<file path="src/rtl/spi_frame_pkg.sv">
// spi_frame_pkg: shared types and helpers for the SPI frame transmitter.
// Holds the FSM state enum, counter-width helpers and the even-parity function.
// Optional feature macro: SPI_PARITY_EN (adds one parity bit per word).
package spi_frame_pkg;

  typedef enum logic [2:0] {
    IDLE,
    FETCH,
    WAIT_RD,
    SETUP,
    SHIFT,
    TAIL,
    HOLD
  } state_t;

  // Widest payload the parity helper accepts.
  localparam int PAR_MAX_W = 64;

`ifdef SPI_PARITY_EN
  localparam int PAR_BITS = 1;
`else
  localparam int PAR_BITS = 0;
`endif

  // Bits needed to hold the values 0..n.
  function automatic int cnt_w(input int n);
    return (n < 1) ? 1 : $clog2(n + 1);
  endfunction

  function automatic int max3(
    input int a,
    input int b,
    input int c
  );
    int m;
    m = (a > b) ? a : b;
    return (m > c) ? m : c;
  endfunction

  // Bit that makes the total count of ones even.
  function automatic logic even_parity(
    input logic [PAR_MAX_W-1:0] d
  );
    return ^d;
  endfunction

endpackage

</file>
<file path="src/rtl/spi_frame_tx_sclk_gen.sv">
// spi_sclk_gen: sclk divider with enable for spi_frame_tx.
// Ports: clk, rst_n (async low), i_en; o_sclk level, o_lead_stb / o_trail_stb
// one-cycle strobes coincident with each sclk edge. Idle level is CPOL.
module spi_sclk_gen
  import spi_frame_pkg::*;
#(
  parameter int   CLK_DIV = 6,
  parameter logic CPOL    = 1'b0
) (
  input  logic clk,
  input  logic rst_n,
  input  logic i_en,
  output logic o_sclk,
  output logic o_lead_stb,
  output logic o_trail_stb
);

  localparam int DW = cnt_w(CLK_DIV - 1);
  localparam logic [DW-1:0] DIV_MAX =
    DW'(CLK_DIV - 1);

  logic [DW-1:0] r_cnt;
  logic          r_sclk;
  logic          r_lead;
  logic          r_trail;

  // The counter parks at DIV_MAX while disabled so the
  // first enabled cycle produces the leading edge at once.
  always_ff @(posedge clk or negedge rst_n) begin
    if (!rst_n) begin
      r_cnt   <= DIV_MAX;
      r_sclk  <= CPOL;
      r_lead  <= 1'b0;
      r_trail <= 1'b0;
    end else begin
      r_lead  <= 1'b0;
      r_trail <= 1'b0;
      if (!i_en) begin
        r_cnt  <= DIV_MAX;
        r_sclk <= CPOL;
      end else if (r_cnt == DIV_MAX) begin
        r_cnt  <= '0;
        r_sclk <= ~r_sclk;
        if (r_sclk == CPOL) begin
          r_lead <= 1'b1;
        end else begin
          r_trail <= 1'b1;
        end
      end else begin
        r_cnt <= r_cnt + 1'b1;
      end
    end
  end

  assign o_sclk      = r_sclk;
  assign o_lead_stb  = r_lead;
  assign o_trail_stb = r_trail;

endmodule

</file>
<file path="src/rtl/spi_frame_tx.sv">
// spi_frame_tx: SPI master that pops FIFO words and sends FRAME_WORDS per cs-low frame.
// Ports: clk, rst_n, fifo_empty/fifo_rd_en/fifo_rdata (FIFO read side),
// sclk, mosi, cs (active low), busy, frame_done. Macro SPI_PARITY_EN adds a parity slot.
module spi_frame_tx
  import spi_frame_pkg::*;
#(
  parameter int   DATA_W      = 9,
  parameter int   FRAME_WORDS = 16,
  parameter int   CLK_DIV     = 6,
  parameter logic CPOL        = 1'b0,
  parameter logic CPHA        = 1'b0,
  parameter int   RD_LAT      = 1,
  parameter int   CS_IDLE     = 8
) (
  input  logic              clk,
  input  logic              rst_n,
  input  logic              fifo_empty,
  output logic              fifo_rd_en,
  input  logic [DATA_W-1:0] fifo_rdata,
  output logic              sclk,
  output logic              mosi,
  output logic              cs,
  output logic              busy,
  output logic              frame_done
);

  localparam int WORD_BITS = DATA_W + PAR_BITS;
  localparam int BW = $clog2(2 * WORD_BITS + 1);
  localparam int WW = $clog2(FRAME_WORDS + 1);
  localparam int TW =
    cnt_w(max3(CLK_DIV, CS_IDLE, RD_LAT));

  localparam logic [BW-1:0] LAST_EDGE =
    BW'(2 * WORD_BITS - 1);
  localparam logic [WW-1:0] LAST_WORD =
    WW'(FRAME_WORDS - 1);
  localparam logic [TW-1:0] T_RD   = TW'(RD_LAT);
  localparam logic [TW-1:0] T_DIV  = TW'(CLK_DIV - 1);
  localparam logic [TW-1:0] T_IDLE = TW'(CS_IDLE - 1);

  state_t                 r_state;
  logic [WW-1:0]          r_word_cnt;
  logic [BW-1:0]          r_bit_cnt;
  logic [TW-1:0]          r_tmr;
  logic [WORD_BITS-1:0]   r_shreg;
  logic                   r_cs;
  logic                   r_rd_en;
  logic                   r_busy;
  logic                   r_done;

  logic                   w_en;
  logic                   w_sclk;
  logic                   w_lead;
  logic                   w_trail;
  logic                   w_strobe;
  logic                   w_last_edge;
  logic                   w_shift;
  logic [WORD_BITS-1:0]   w_load;

`ifdef SPI_PARITY_EN
  assign w_load = {
    fifo_rdata,
    even_parity(PAR_MAX_W'(fifo_rdata))
  };
`else
  assign w_load = fifo_rdata;
`endif

  assign w_en        = (r_state == SHIFT);
  assign w_strobe    = w_lead | w_trail;
  assign w_last_edge = (r_bit_cnt == LAST_EDGE);

  // r_bit_cnt counts edges already seen. CPHA=0 moves
  // data on trailing edges but not after the last one;
  // CPHA=1 moves data on every leading edge but the first.
  assign w_shift = CPHA
    ? (w_lead && (r_bit_cnt != '0))
    : (w_trail && !w_last_edge);

  spi_sclk_gen #(
    .CLK_DIV (CLK_DIV),
    .CPOL    (CPOL)
  ) u_sclk_gen (
    .clk         (clk),
    .rst_n       (rst_n),
    .i_en        (w_en),
    .o_sclk      (w_sclk),
    .o_lead_stb  (w_lead),
    .o_trail_stb (w_trail)
  );

  always_ff @(posedge clk or negedge rst_n) begin
    if (!rst_n) begin
      r_state    <= IDLE;
      r_word_cnt <= '0;
      r_bit_cnt  <= '0;
      r_tmr      <= '0;
      r_shreg    <= '0;
      r_cs       <= 1'b1;
      r_rd_en    <= 1'b0;
      r_busy     <= 1'b0;
      r_done     <= 1'b0;
    end else begin
      r_rd_en <= 1'b0;
      r_done  <= 1'b0;
      unique case (r_state)
        IDLE: begin
          if (!fifo_empty) begin
            r_busy  <= 1'b1;
            r_state <= FETCH;
          end
        end
        FETCH: begin
          if (!fifo_empty) begin
            r_rd_en <= 1'b1;
            r_tmr   <= '0;
            r_state <= WAIT_RD;
          end
        end
        WAIT_RD: begin
          // Pop is on the bus during the first cycle here,
          // so data is valid once r_tmr reaches RD_LAT.
          if (r_tmr == T_RD) begin
            r_shreg <= w_load;
            if (r_word_cnt == '0) begin
              r_cs <= 1'b0;
            end
            r_tmr   <= '0;
            r_state <= SETUP;
          end else begin
            r_tmr <= r_tmr + 1'b1;
          end
        end
        SETUP: begin
          if (r_tmr == T_DIV) begin
            r_tmr     <= '0;
            r_bit_cnt <= '0;
            r_state   <= SHIFT;
          end else begin
            r_tmr <= r_tmr + 1'b1;
          end
        end
        SHIFT: begin
          if (w_strobe) begin
            r_bit_cnt <= r_bit_cnt + 1'b1;
            if (w_shift) begin
              r_shreg <= {r_shreg[WORD_BITS-2:0], 1'b0};
            end
            if (w_last_edge) begin
              r_bit_cnt  <= '0;
              r_word_cnt <= r_word_cnt + 1'b1;
              if (r_word_cnt == LAST_WORD) begin
                r_state <= TAIL;
              end else begin
                r_state <= FETCH;
              end
            end
          end
        end
        TAIL: begin
          if (r_tmr == T_DIV) begin
            r_tmr      <= '0;
            r_cs       <= 1'b1;
            r_done     <= 1'b1;
            r_word_cnt <= '0;
            r_state    <= HOLD;
          end else begin
            r_tmr <= r_tmr + 1'b1;
          end
        end
        HOLD: begin
          if (r_tmr == T_IDLE) begin
            r_tmr   <= '0;
            r_busy  <= 1'b0;
            r_state <= IDLE;
          end else begin
            r_tmr <= r_tmr + 1'b1;
          end
        end
        default: r_state <= IDLE;
      endcase
    end
  end

  assign fifo_rd_en = r_rd_en;
  assign sclk       = w_sclk;
  assign mosi       = r_shreg[WORD_BITS-1];
  assign cs         = r_cs;
  assign busy       = r_busy;
  assign frame_done = r_done;

endmodule

</file>
<file path="config.mk">
export PLATFORM = sky130hd
export DESIGN_NAME = spi_frame_tx
export DESIGN_NICKNAME = d
export VERILOG_FILES = /design/src/rtl/spi_frame_pkg.sv /design/src/rtl/spi_frame_tx_sclk_gen.sv /design/src/rtl/spi_frame_tx.sv
export SDC_FILE = /design/constraint.sdc
export NUM_CORES = 1
export LEC_CHECK = 0
export CAP_MARGIN = 40
export CORE_MARGIN = 2
export CORE_UTILIZATION = 61
export CTS_CLUSTER_DIAMETER = 40
export DETAILED_ROUTE_END_ITERATION = 8
export PLACE_DENSITY = 0.84
export SLEW_MARGIN = 20
export SYNTH_ARGS = -nofsm -noshare
export SYNTH_HDL_FRONTEND = slang
export SYNTH_HIERARCHICAL = 1
export SYNTH_SLANG_ARGS = --single-unit
</file>
<file path="constraint.sdc">
create_clock -name clk -period 2.9 [get_ports clk]
set_input_delay 0.58 -clock clk [delete_from_list [all_inputs] [get_ports clk]]
set_output_delay 0.58 -clock clk [all_outputs]
set_load 0.01 [all_outputs]
</file>
==> impl_metrics.ini <==
[global_route]
first_global_vias = 1564
gr-total-overflow = 0
grt_antenna_before_repair = 0
grt_max_degree = 37
grt_pass1_wl_um = 6710
track_usage = 0.245

[worst_setup_path]
r2r_setup_slack_ns = 0.77
path_cells = or3b_1 > inv_6 > a32oi_4 > nand2_1 > o21ai_0
cp_data_arrival_time_ns = 2.33
start_kind = register
slowest_stage = dfrtp_1
crit_type = reg -> reg
path_buf_inv = 1
crit_family = simple AND/OR/NAND/NOR gates
cp-end-kind = register
worstPathMaxFanout = 19
critPathMaxStageDelay_ns = 0.65
cp_data_required_time_ns = 3.11

[cells_and_area]
post-route-util = 0.726
syn_to_final_growth_pct = 11.6
antenna_cells = 0
nets = 239
mostFrequentLayoutCell = dfrtp_1
layout_common_cells = dfrtp_1, nand2_1, o21ai_0
fin_cells = 265
design_area_um2 = 2230
layout-drive-gt1-share = 0.0814

[pwr]
internal_power_mw = 0.992
netSwitchingPower_mw = 0.633
pwr_density_cell_nw_per_um2 = 727
finalPower_mw = 1.63
p_sw_frac = 0.390
comb_power_share = 0.351
sequentialPowerShare = 0.492
peakVddDrop_v = 0.000391
power.share.clock = 0.158
p_leak_nw = 0.939

[timing]
setup_viol = 0
rsz0062_at_grt = no
period_share = 0.734
relSlewSlack = 0.635
period_needed_ns = 2.13
fmax_mhz = 470
finalMaxSlewViolations = 0
fin_worst_skew_ns = 0.00941
worst_pin_slew_ns = 0.543
finalWorstSetupSlack_ns = 0.773
final.setup.tns_ns = 0
final-hold-violation-count = 0
hold_slack_ns = 0.504

[place]
place_ws_ns = 0.785
port_buffers = 17
place_inst = 257
dp_hpwl_um = 2870
place_area_um2 = 2180
place_congestion = 0.872

[die]
io-pin-count = 18
num_rows = 20
initial_core_util = 0.651
die_h_um = 61.3
die_area_um2 = 3760
die_width_um = 61.3
core_um2 = 3080

[clock_network]
cts_num_sinks = 36
cts_tree = yes
postCtsResizedCells = 0
path_clk_slew_ns = 0.11
hold_buffers = 0
clock_latency_ns = 0.34
cts_setup_buffers = 0
numCtsBuffers = 5
htree_levels = 2
cts_buffer_depth = 2
cts_root_buf = clkbuf_4

[synth]
synth_nets = 222
synth_top_area_share = 0.412
yosysTopAreaCell = dfrtp_1
ys_seq_area_frac = 0.452
synthCells = 203
synthArstFlopShare = 1.00
synth-main-ff-cell = dfrtp_1
synth_area_leaders = dfrtp_1, o21ai_0, nand2_1
avgSynthCellArea_um2 = 9.87
yosysWarnings = 6
synth_area_um2 = 2000
synth_edf_count = 0
synth-seq-cells = 36
ys_types = 49

[route]
drc_errors = 0
num_vias = 1587
viasPerCell = 5.99
routed.top_layer = met4
drt-initial-drc-count = 108
routed_wl_um = 3900
ant_nets = 0
wl_met2_um = 1950
drtPass1Iterations = 4
wl_per_cell_um = 14.7
wl_met3_um = 142
met1Wirelength_um = 1730

[worst_hold_path]
hold_path.class = reg -> reg

[run_status]
status = completed

[job]
drv_cap = 0
power groups by stage:
stage / sequential [mW] / clock, mW / combinational (mW)
after floorplan: 0.724 / 0 / 0.488
after global placement: 0.791 / 0 / 0.540
after detailed placement: 0.803 / 0 / 0.569
after CTS: 0.794 / 0.264 / 0.572
after global routing: 0.823 / 0.286 / 0.642
final: 0.799 / 0.256 / 0.570
worst register-to-register path, cell delays in order (launching register included):
cell	delay [ns]
dfrtp_1	0.65
or3b_1	0.61
inv_6	0.26
a32oi_4	0.24
nand2_1	0.12
o21ai_0	0.09
final cells by class:
class | count | area, µm²
clock buffers | 7 | 45.0
well taps | 44 | 55.1
inverters | 9 | 38.8
flip-flops and latches | 36 | 905
repair buffers | 18 | 178
clock inverters | 1 | 5.00
fillers | 246 | 843
multi-input cells | 150 | 1010
cells by family (layout without fill, tap and decap cells):
logic type | Yosys count | after routing | synth area share
and+or+nand+nor | 85 | 85 | 0.248
muxes | 8 | 8 | 0.0400
buffers and inverters | 17 | 35 | 0.0450
DFF | 36 | 36 | 0.452
adders and majority gates | 7 | 7 | 0.0437
AOI/OAI and AO/OA | 47 | 47 | 0.159
xor gates and xnor gates | 3 | 3 | 0.0131
state kept, by name (all words and copies together) (netlist names):
register                flops
u_sclk_gen/r_cnt            3
r_shreg                     9
r_bit_cnt                   5
frame_done                  1
u_sclk_gen/o_lead_stb       1
r_word_cnt                  5
r_state                     3
r_tmr                       4
busy                        1
cs                          1
u_sclk_gen/o_trail_stb      1
u_sclk_gen/o_sclk           1
fifo_rd_en                  1
cells in the mapped netlist (2+ instances only):
| cell | n |
|---|---|
| dfrtp_1 | 33 |
| nand2_1 | 26 |
| o21ai_0 | 20 |
| nor2_1 | 15 |
| inv_1 | 8 |
| mux2i_1 | 8 |
| nand3_1 | 8 |
| ha_1 | 7 |
| nor2b_1 | 6 |
| a21oi_1 | 5 |
| and3_1 | 4 |
| nand2b_1 | 4 |
| nand3b_1 | 4 |
| o31ai_1 | 4 |
| clkbuf_1 | 3 |
| dfstp_2 | 3 |
| nand4b_1 | 3 |
| o211ai_1 | 3 |
| o22ai_1 | 3 |
| buf_2 | 2 |
| buf_6 | 2 |
| nor3_1 | 2 |
| o21a_1 | 2 |
| or3_1 | 2 |
| xnor2_1 | 2 |
path summary, 6_finish.rpt:
path,from,to,cells past startpoint
worst max-delay path,r_state[2],r_shreg[0],5
worst min-delay path,r_shreg[4],r_shreg[4],2
worst max register to register,r_state[2],r_shreg[0],5
worst min register to register,r_shreg[4],r_shreg[4],2
max in group asynchronous,rst_n,u_sclk_gen/r_cnt[0],2
min in group asynchronous,rst_n,r_word_cnt[0],2
per-layer routing:
metal / global-route usage / up-vias
li1: - / 761
met5: 0 / -
met3: 0.0399 / 7
met1: 0.302 / 784
met2: 0.418 / 35
met4: 0.121 / 0
Note: power is estimated with default switching activity, not from simulation.
